## src/rtl/scan_mux.sv

```systemverilog
// scan_mux: registered N-channel, WIDTH-bit multiplexer with a valid/ready
// output stage. Manual mode passes the sel-addressed channel through with one
// clock of latency; scan mode autonomously visits the enabled channels in
// round-robin order, emitting one sample every DWELL clocks.
//
// State table
//   state  | meaning
//   MANUAL | sel-addressed capture whenever the output slot is free
//   SCAN   | dwell counting, then round-robin emission from ptr
//
// Ports
//   clk        rising-edge clock
//   rst        synchronous active-high reset
//   din        flattened channel data, channel k at [k*WIDTH +: WIDTH]
//   sel        manual-mode select / scan-mode starting pointer
//   mode       0 = manual, 1 = scan
//   ch_en      per-channel enable mask
//   out_data   registered sample
//   out_ch     channel index that produced out_data
//   out_valid  out_data/out_ch valid
//   out_ready  downstream accepts
module scan_mux #(
    parameter int N     = 8,
    parameter int WIDTH = 8,
    parameter int DWELL = 4
) (
    input  logic                     clk,
    input  logic                     rst,
    input  logic [N*WIDTH-1:0]       din,
    input  logic [$clog2(N)-1:0]     sel,
    input  logic                     mode,
    input  logic [N-1:0]             ch_en,
    output logic [WIDTH-1:0]         out_data,
    output logic [$clog2(N)-1:0]     out_ch,
    output logic                     out_valid,
    input  logic                     out_ready
);

    localparam int SW = $clog2(N);
    localparam int CW = (DWELL > 1) ? $clog2(DWELL) : 1;
    localparam logic [CW-1:0] CNT_MAX = CW'(DWELL - 1);
    localparam logic [SW-1:0] LAST_CH = SW'(N - 1);

    typedef enum logic {
        MANUAL = 1'b0,
        SCAN   = 1'b1
    } state_t;

    state_t           state, state_nx;
    logic [SW-1:0]    ptr, ptr_nx;
    logic [CW-1:0]    cnt, cnt_nx;
    logic [WIDTH-1:0] data_nx;
    logic [SW-1:0]    ch_nx;
    logic             valid_nx;

    logic             slot_free;
    logic             found;
    logic [SW-1:0]    hit;
    logic [SW:0]      sum;
    logic [SW-1:0]    idx;
    logic [WIDTH-1:0] ch_data [N];

    assign slot_free = !out_valid || out_ready;

    always_comb begin
        for (int k = 0; k < N; k++) begin
            ch_data[k] = din[k*WIDTH +: WIDTH];
        end
    end

    // Cyclic first-enabled search starting at ptr (inclusive). The sum is one
    // bit wider so ptr + i never overflows before the wrap subtraction.
    always_comb begin
        found = 1'b0;
        hit   = ptr;
        sum   = '0;
        idx   = '0;
        for (int i = 0; i < N; i++) begin
            sum = {1'b0, ptr} + (SW+1)'(i);
            if (sum >= (SW+1)'(N)) begin
                sum = sum - (SW+1)'(N);
            end
            idx = sum[SW-1:0];
            if (!found && ch_en[idx]) begin
                found = 1'b1;
                hit   = idx;
            end
        end
    end

    always_comb begin
        state_nx = state;
        ptr_nx   = ptr;
        cnt_nx   = cnt;
        data_nx  = out_data;
        ch_nx    = out_ch;
        // An accepted sample drops valid unless a new one replaces it below.
        valid_nx = out_valid && !out_ready;

        case (state)
            MANUAL: begin
                if (mode) begin
                    state_nx = SCAN;
                    ptr_nx   = sel;
                    cnt_nx   = '0;
                end else if (slot_free) begin
                    data_nx  = ch_data[sel];
                    ch_nx    = sel;
                    valid_nx = ch_en[sel];
                end
            end
            SCAN: begin
                if (!mode) begin
                    state_nx = MANUAL;
                    cnt_nx   = '0;
                end else if (cnt < CNT_MAX) begin
                    cnt_nx = cnt + CW'(1);
                end else if (slot_free && found) begin
                    data_nx  = ch_data[hit];
                    ch_nx    = hit;
                    valid_nx = 1'b1;
                    ptr_nx   = (hit == LAST_CH) ? '0 : hit + SW'(1);
                    cnt_nx   = '0;
                end
                // Otherwise cnt stays saturated: stalled or empty mask defers
                // the emission without advancing ptr.
            end
            default: begin
                state_nx = MANUAL;
            end
        endcase
    end

    always_ff @(posedge clk) begin
        if (rst) begin
            state     <= MANUAL;
            ptr       <= '0;
            cnt       <= '0;
            out_data  <= '0;
            out_ch    <= '0;
            out_valid <= 1'b0;
        end else begin
            state     <= state_nx;
            ptr       <= ptr_nx;
            cnt       <= cnt_nx;
            out_data  <= data_nx;
            out_ch    <= ch_nx;
            out_valid <= valid_nx;
        end
    end

endmodule

```

## config.mk

```make
export PLATFORM = sky130hd
export DESIGN_NAME = scan_mux
export DESIGN_NICKNAME = d
export VERILOG_FILES = /design/src/rtl/scan_mux.sv
export SDC_FILE = /design/constraint.sdc
export NUM_CORES = 1
export LEC_CHECK = 0
export CAP_MARGIN = 25
export CORE_ASPECT_RATIO = 2
export CORE_MARGIN = 1
export CORE_UTILIZATION = 44
export DETAILED_ROUTE_END_ITERATION = 10
export PLACE_DENSITY_LB_ADDON = 0.05
export SYNTH_ARGS = -nofsm -noshare
export SYNTH_HDL_FRONTEND = slang
export SYNTH_SLANG_ARGS = --single-unit
```

## constraint.sdc

```tcl
create_clock -name clk -period 6.3 [get_ports clk]
set_input_delay 0.63 -clock clk [delete_from_list [all_inputs] [get_ports clk]]
set_output_delay 0.63 -clock clk [all_outputs]
set_load 0.03 [all_outputs]
```

* After elaboration in Yosys (flattened, before gate mapping)
Index checks and enable logic that the tools add are counted.
** Word-level totals
- Bits in registers :: 18
- Input bits :: 79
- Word-level logic and storage cells :: 154
** Operators by class
- $add $sub $neg :: 17
- Magnitude comparators :: 20
- Equal/unequal tests :: 8
- Multiplexer cells :: 78
- Bitwise logic cells :: 3
- Reductions and logical operators :: 22
** Operators with widths (count)
- $mux 3 :: 26
- $mux 8 :: 9
- $bmux 8 s3 :: 2
- $ge 4x4->1 const B :: 9
- $lt 3x4->1 const B :: 9
- $bmux 1 s3 :: 9
- $sub 3x1->3 const B :: 8
- $mux 1 :: 23
- $add 3x3->4 const B :: 4
- $pmux 8 s2 :: 1
- $pmux 3 s2 :: 2
- $ne 2x2->1 const B :: 5
- $logic_and 1x1->1 :: 9
- $logic_not 1->1 :: 9
- $add 3x2->4 const B :: 2
- $mux 2 :: 4
- $not 3->4 :: 2
- $reduce_and 5->1 :: 1
- $add 3x1->4 const B :: 1
- $ge 3x4->1 const B :: 1
- $ne 4x2->1 const B :: 1
- $pmux 2 s2 :: 1
- $reduce_and 4->1 :: 1
- $add 3x1->3 const B :: 1
- 8 further kinds :: 8

* Longest topological paths before layout
- Depth in word-level cells :: 34
- Depth in mapped cells :: 18

* Least setup slack after synthesis
OpenSTA, ideal clock, no wires.
- Path kind :: flip-flop to flip-flop
- From :: register ptr[0]
- To :: register out_data[4]
- Library setup time :: 0.125 ns
- Data arrival time :: 3.704 ns
- Data required time :: 6.175 ns
- Setup slack :: 2.470 ns
- Stages on the path, launching flop included :: 18
- Buffers on the path :: 5
- Clock period less this slack :: 3.830 ns
- Cell sequence :: dfxtp_1 -> buf_6 -> buf_6 -> inv_1 -> ha_1 -> buf_2 -> buf_2 -> mux4_2 -> mux2i_4 -> nand2_2 -> or3_4 -> o221ai_2 -> inv_4 -> buf_6 -> mux2_4 -> a222oi_1 -> and2b_1 -> o41ai_2
** Between the ends
- Cells in the longest elaborated chain, start to end :: 34
- Elaborated cells on any way between the ends :: 88
- Those cells by class :: add/sub (15); order compare (8); eq/ne (1); mux (47); bitwise (1); reduce/logical (16)
** RTL lines
- from (decl) :: RTL line 50 : logic [SW-1:0] ptr, ptr_nx;
- from (signal assigned) :: RTL line 144 : ptr <= ptr_nx;
- branches (longest 34 deep; another with $add 3x1->4)
- to (signal assigned) :: RTL line 146 : out_data <= data_nx;
- to (decl) :: RTL line 33 : output logic [WIDTH-1:0] out_data,
Several ways; the timed one is not identified. The select of a mux whose other input is x is not followed.
A chain may end at the register's enable or synchronous reset.

* Worst setup path in the final report
- From :: register ptr[1]
- To :: register out_data[7]
Same word-level chain as after synthesis.

==> impl_metrics.tcl <==
set metrics [dict create \
    critPathBufInv 2 \
    rsz0062_at_grt "false" \
    port_buffers 90 \
    syn_nets 364 \
    dpl.cell_count 415 \
    period_minus_slack_ps 4780 \
    cp_max_fo 20 \
    htree_levels 1 \
    routed.top_layer "met4" \
    cts_buffers 3 \
    gp_congestion 0.9551 \
    rrSetupSlack_ps 1520 \
    synth_seq_cells 18 \
    final-setup-viol-count 0 \
    grt_pass1_wl_um 13340 \
    grt_use_total 0.2585 \
    grt_max_degree 23 \
    layout-drive-gt1-share 0.1601 \
    cellPowerDensity_nw_per_um2 203.5 \
    power_mw 0.7566 \
    fin_tns_setup_ps 0 \
    clk_latency_ps 250 \
    drt-met1-wl_um 2787 \
    drt_wl_total_um 8257 \
    critical_path.endpoint_type "flop" \
    rows 40 \
    drtPass1Iterations 5 \
    holdBufCountCts 0 \
    worstMarginPinSlew_ps 882.6 \
    fp.dieArea_sq_um 6581 \
    grt_pass1_vias 2849 \
    fin_nets 440 \
    wl_met3_um 247 \
    antenna_left 0 \
    reg2reg_from "ptr[1]" \
    drt_iter0_drc 172 \
    synth_area_leader_cell "mux4_2" \
    root_buffer "clkbuf_16" \
    met2_length_um 5009 \
    seq_area_sq_um 360.3 \
    multiInputGateArea_sq_um 2238 \
    worst_path_max_delay_cell "ha_1" \
    place_ws_ps 1534 \
    crit_type "reg2reg" \
    core_area_sq_um 6006 \
    netlist.area_leader.share 0.2788 \
    antenna_found_initial 0 \
    synth.distinct_cells 59 \
    critPathMaxStageDelay_ps 720 \
    vias 2704 \
    slew_violations 0 \
    period_share 0.7588 \
    async_flop_share 0 \
    syn_area_per_cell_sq_um 9.774 \
    via_per_inst 6.453 \
    synthTopCellsByCount "mux4_2 (34), nor2b_1 (23), nor2_1 (21)" \
    setup_slack_ps 1520 \
    fin_util 0.6192 \
    skew_ps 2.450 \
    hold_violations 0 \
    die_w_um 57.87 \
    wire_per_inst_um 19.71 \
    crit_family "multiplexers" \
    start_util 0.4573 \
    hold_start "out_ch[2]" \
    synth_edf_count 0 \
    cp.required_ps 6440 \
    worstPathArrival_ps 4920 \
    post_cts_buffers 0 \
    instances_no_fill 419 \
    path_clk_slew_ps 50 \
    relSlewSlack 0.4097 \
    vdd_ir_drop_max_v 0.00009193 \
    grt-ovfl-total 0 \
    dieHeight_um 113.7 \
    diodes 0 \
    worstHoldPathType "reg2reg" \
    top_level_ports 91 \
    crit_chain "inv_1, ha_1, mux4_2, mux2i_1, nand3b_1, o2111ai_1, a32oi_1, buf_4, nor2_1, a222oi_1, nor2b_1, o41ai_1" \
    area_growth_pct 35.40 \
    drc_errors 0 \
    syn_inst 281 \
    max_freq_mhz 209.2 \
    fillers 531 \
    leakage_nw 1.307 \
    cts_tree "built" \
    critPathLaunchType "flop" \
    synth_seq_area_share 0.1312 \
    drv.max_cap_violation_count 0 \
    hpwlAfterDp_um 6814 \
    yosys_most_used_dff "dfxtp_1" \
    clockBufferDepth 2 \
    cp-startpoint "ptr[1]" \
    yosysMostFrequentCell "mux4_2" \
    clock_sinks 18 \
    cts_resized 0 \
    yosysWarnings 0 \
    status "complete, no violations" \
    synth.area.top_cells "mux4_2 (28%), dfxtp_1 (13%), mux2i_1 (6.6%)" \
    synth_area_sq_um 2746 \
]
==> cell usage in the layout (no fill, tap or decap), drive strengths merged, types with 4 or more instances in the layout <==
cell type | Yosys | layout
inv | 7 | 7
mux2 | 7 | 7
o21ai | 8 | 8
o22ai | 6 | 6
a221o | 6 | 6
o41ai | 8 | 8
a222oi | 4 | 4
nand3b | 9 | 9
nor2 | 22 | 22
mux2i | 19 | 19
clkbuf | 10 | 4
mux4 | 34 | 34
nand2 | 11 | 11
nand2b | 7 | 7
clkdlybuf4s50 | 0 | 90
ha | 4 | 4
nor2b | 23 | 23
a21oi | 9 | 9
a211oi | 12 | 12
a21o | 4 | 4
dfxtp | 18 | 18
==> worst min-delay path, cell delays in order (launching register included) <==
cell,delay [ps]
dfxtp_1,310
nand2_1,50
a21oi_1,50
==> cells by family after synthesis <==
group / synth area share
simple gates: 0.1699
compound gates: 0.2283
mux: 0.3827
buf+inv: 0.05376
flops: 0.1312
xor+xnor: 0.01595
fa+ha+maj: 0.01822
==> per-stage QoR <==
| step | hold slack (ps) | cell area [sq um] |
|---|---|---|
| after floorplan | 481.5 | 2746 |
| after global placement | 446.9 | 3630 |
| after detailed placement | 448.0 | 3630 |
| after CTS | 456.9 | 3719 |
| after global routing | 462.0 | 3719 |
| final | 452.2 | 3719 |
==> path summary, 6_finish.rpt <==
path                               endpoint  cells after the start
worst min register to register    out_ch[2]                      2
worst max-delay path            out_data[7]                     12
worst max register to register  out_data[7]                     12
worst min-delay path              out_ch[2]                      2
==> state kept, by name (all words and copies together) (netlist names) <==
name / flops
out_ch: 3
ptr: 3
cnt: 2
out_valid: 1
state: 1
out_data: 8
==> report_power, final <==
group,internal (mW),switching [mW]
clock network,0.0965,0.0423
registers,0.124,0.0128
logic,0.242,0.239
==> routing by layer <==
| metal | vias to the layer above | track usage |
|---|---|---|
| met5 | - | 0 |
| met4 | 0 | 0.08571 |
| met3 | 19 | 0.02268 |
| met2 | 88 | 0.5303 |
| met1 | 1305 | 0.2534 |
| li1 | 1292 | - |
==> layout make-up <==
type	instances	share of cell area
Multi-Input combinational cell	234	0.6020
Timing Repair Buffer	93	0.2483
Sequential cell	18	0.09690
Clock buffer	4	0.02389
Tap cell	63	0.02120
Inverter	7	0.007739
Note: power is estimated with default switching activity, not from simulation.
==> patch: new RTL, same settings <==
Make the reset (`rst`) asynchronous in one clocked block. Comments in the files are not updated.
--- a/src/rtl/scan_mux.sv
+++ b/src/rtl/scan_mux.sv
@@ -132,5 +132,5 @@
     end
 
-    always_ff @(posedge clk) begin
+    always_ff @(posedge clk or posedge rst) begin
         if (rst) begin
             state     <= MANUAL;
Formal check against the unedited RTL: differs if rst is asserted again (counterexample within 4 cycles, from zero or initial values and one cycle with rst high); with rst held inactive, the same outputs for 10 cycles.
==> patch against the original RTL <==
Setup slack gained 350 ps; design area is 12% higher; via count rose by 13%; synthesized area up 13%; sequential cell count is the same; sequential share of layout area grew 1.1 points; critical path depth stayed put; routed wire length rose by 18%; critical endpoint is now out_data[3].
Power is not compared: it rests on default switching activity, and its combinational part moved more than twofold at a synthesized area within 25%.
==> patch: results <==
{
  "outcome": "completed",
  "gp_congestion": 0.959,
  "cts_resized": 0,
  "portBuffers": 90,
  "ff2ff_setup_slack_ps": 1870,
  "power.leakage_uw": 0.00158,
  "finalSetupViolations": 0,
  "post-place-ws_ps": 1850,
  "period_minus_slack_ps": 4430,
  "num_vias": 3046,
  "wire_per_inst_um": 19.9,
  "drive_gt1_share_pct": 18.5,
  "yosys_warnings": 0,
  "grtUsageMet1_pct": 30.0,
  "synth-main-ff-cell": "dfrtp_1",
  "grtUsageMet3_pct": 1.92,
  "netlist_instances": 322,
  "antenna_cells": 0,
  "synthTopCellsByCount": "nand2_1, mux2i_1, mux4_2",
  "finClkSkew_ps": 3.91,
  "hold_ws_ps": 496,
  "top_usage_layer": "met2",
  "use_met2_pct": 54.2,
  "dr.pass1.iters": 4,
  "relSlewSlack_pct": 44.6,
  "num-nets-final": 483,
  "cts.clk_slew.worst_paths_ps": 60,
  "ys_seq_area_share_pct": 14.5,
  "top_regs": "out_data x8, out_ch x3, ptr x3",
  "grt_pass1_vias": 3226,
  "synth_area_leaders": "mux4_2, dfrtp_1, mux2i_1",
  "wirelength_um": 9740,
  "clock_latency_ps": 250,
  "grt_pass1_wl_um": 15400,
  "critPathMaxFanout": 20,
  "track_usage_pct": 28.0,
  "cts_root_buf": "clkbuf_16",
  "ys_types": 60,
  "clock_path_buffers": 2,
  "drtIter0Drc": 191,
  "async_flop_share_pct": 100,
  "cts_buffers": 3,
  "nFillCells": 639,
  "htree_levels": 1,
  "grt_max_degree": 32,
  "antenna_found_initial": 0,
  "syn-num-nets": 405,
  "post-dp-hpwl_um": 7740,
  "cts_setup_buffers": 0,
  "min_path_type": "flop to flop",
  "peakVddDrop_mv": 0.312
}
-- patch: changes by cell type after synthesis, sizes merged, moves of 9 or more --
| cell | before | now |
|---|---|---|
| a21oi | 9 | 18 |
| mux2i | 19 | 39 |
| nor3 | 2 | 12 |
| nor2 | 22 | 11 |
| nand2 | 11 | 45 |
| dfxtp | 18 | 0 |
| nand3b | 9 | 0 |
| mux2 | 7 | 22 |
| dfrtp | 0 | 18 |
| nor2b | 23 | 5 |
| o211ai | 1 | 14 |
-- patch: final cells by class --
type | count | area, µm² | share of cell area [%]
clock buffers | 4 | 88.8 | 2.13
inverters | 7 | 28.8 | 0.690
repair buffers | 97 | 993 | 23.8
flip-flops and latches | 18 | 450 | 10.8
multi-input cells | 273 | 2490 | 59.8
well taps | 90 | 113 | 2.70
-- patch: worst paths after layout --
kind                       startpoint           to  cells past startpoint
setup / recovery               ptr[1]  out_data[3]                     12
hold / removal                 cnt[0]       cnt[0]                      1
hold reg to reg                cnt[0]       cnt[0]                      1
max in group asynchronous         rst       ptr[0]                      2
min in group asynchronous         rst       cnt[1]                      2
setup reg to reg               ptr[1]  out_data[3]                     12
-- patch: cell families after synthesis --
family	count (synthesis)	synth area share, %
fa+ha+maj	4	1.61
compound gates	81	19.8
flops	18	14.5
xor+xnor	4	1.73
mux	91	42.8
simple gates	93	14.2
buf+inv	31	5.50
-- patch: report_power, final --
| part | switching [µW] | internal, µW | total (µW) |
|---|---|---|---|
| combinational | 938 | 841 | 1780 |
| sequential | 41.3 | 145 | 187 |
| clock | 50.0 | 96.8 | 147 |
-- patch: metrics by stage --
stage               instance area [µm²]  total power [µW]
global route                       4170              2260
floorplan                          3120              1590
CTS                                4140              2110
finish                             4170              2110
global placement                   4030              1900
detailed placement                 4050              1960
-- patch: metal layers --
metal / share of wire, % / up-vias / wire (µm)
met2: 58 / 96 / 5640
met1: 36 / 1509 / 3530
met5: 0 / - / 0
li1: - / 1421 / -
met3: 3.0 / 20 / 290
met4: 2.8 / 0 / 269
-- patch: critical path, cell delays in order (launching register included) --
cell and delay, ps:
dfrtp_1 360, inv_1 150, ha_1 740, mux4_2 650
mux2_4 320, or3_4 390, nor2_4 160, a21oi_4 160
xnor2_4 380, buf_16 230, mux4_2 500, nor3_1 190
a211oi_2 60
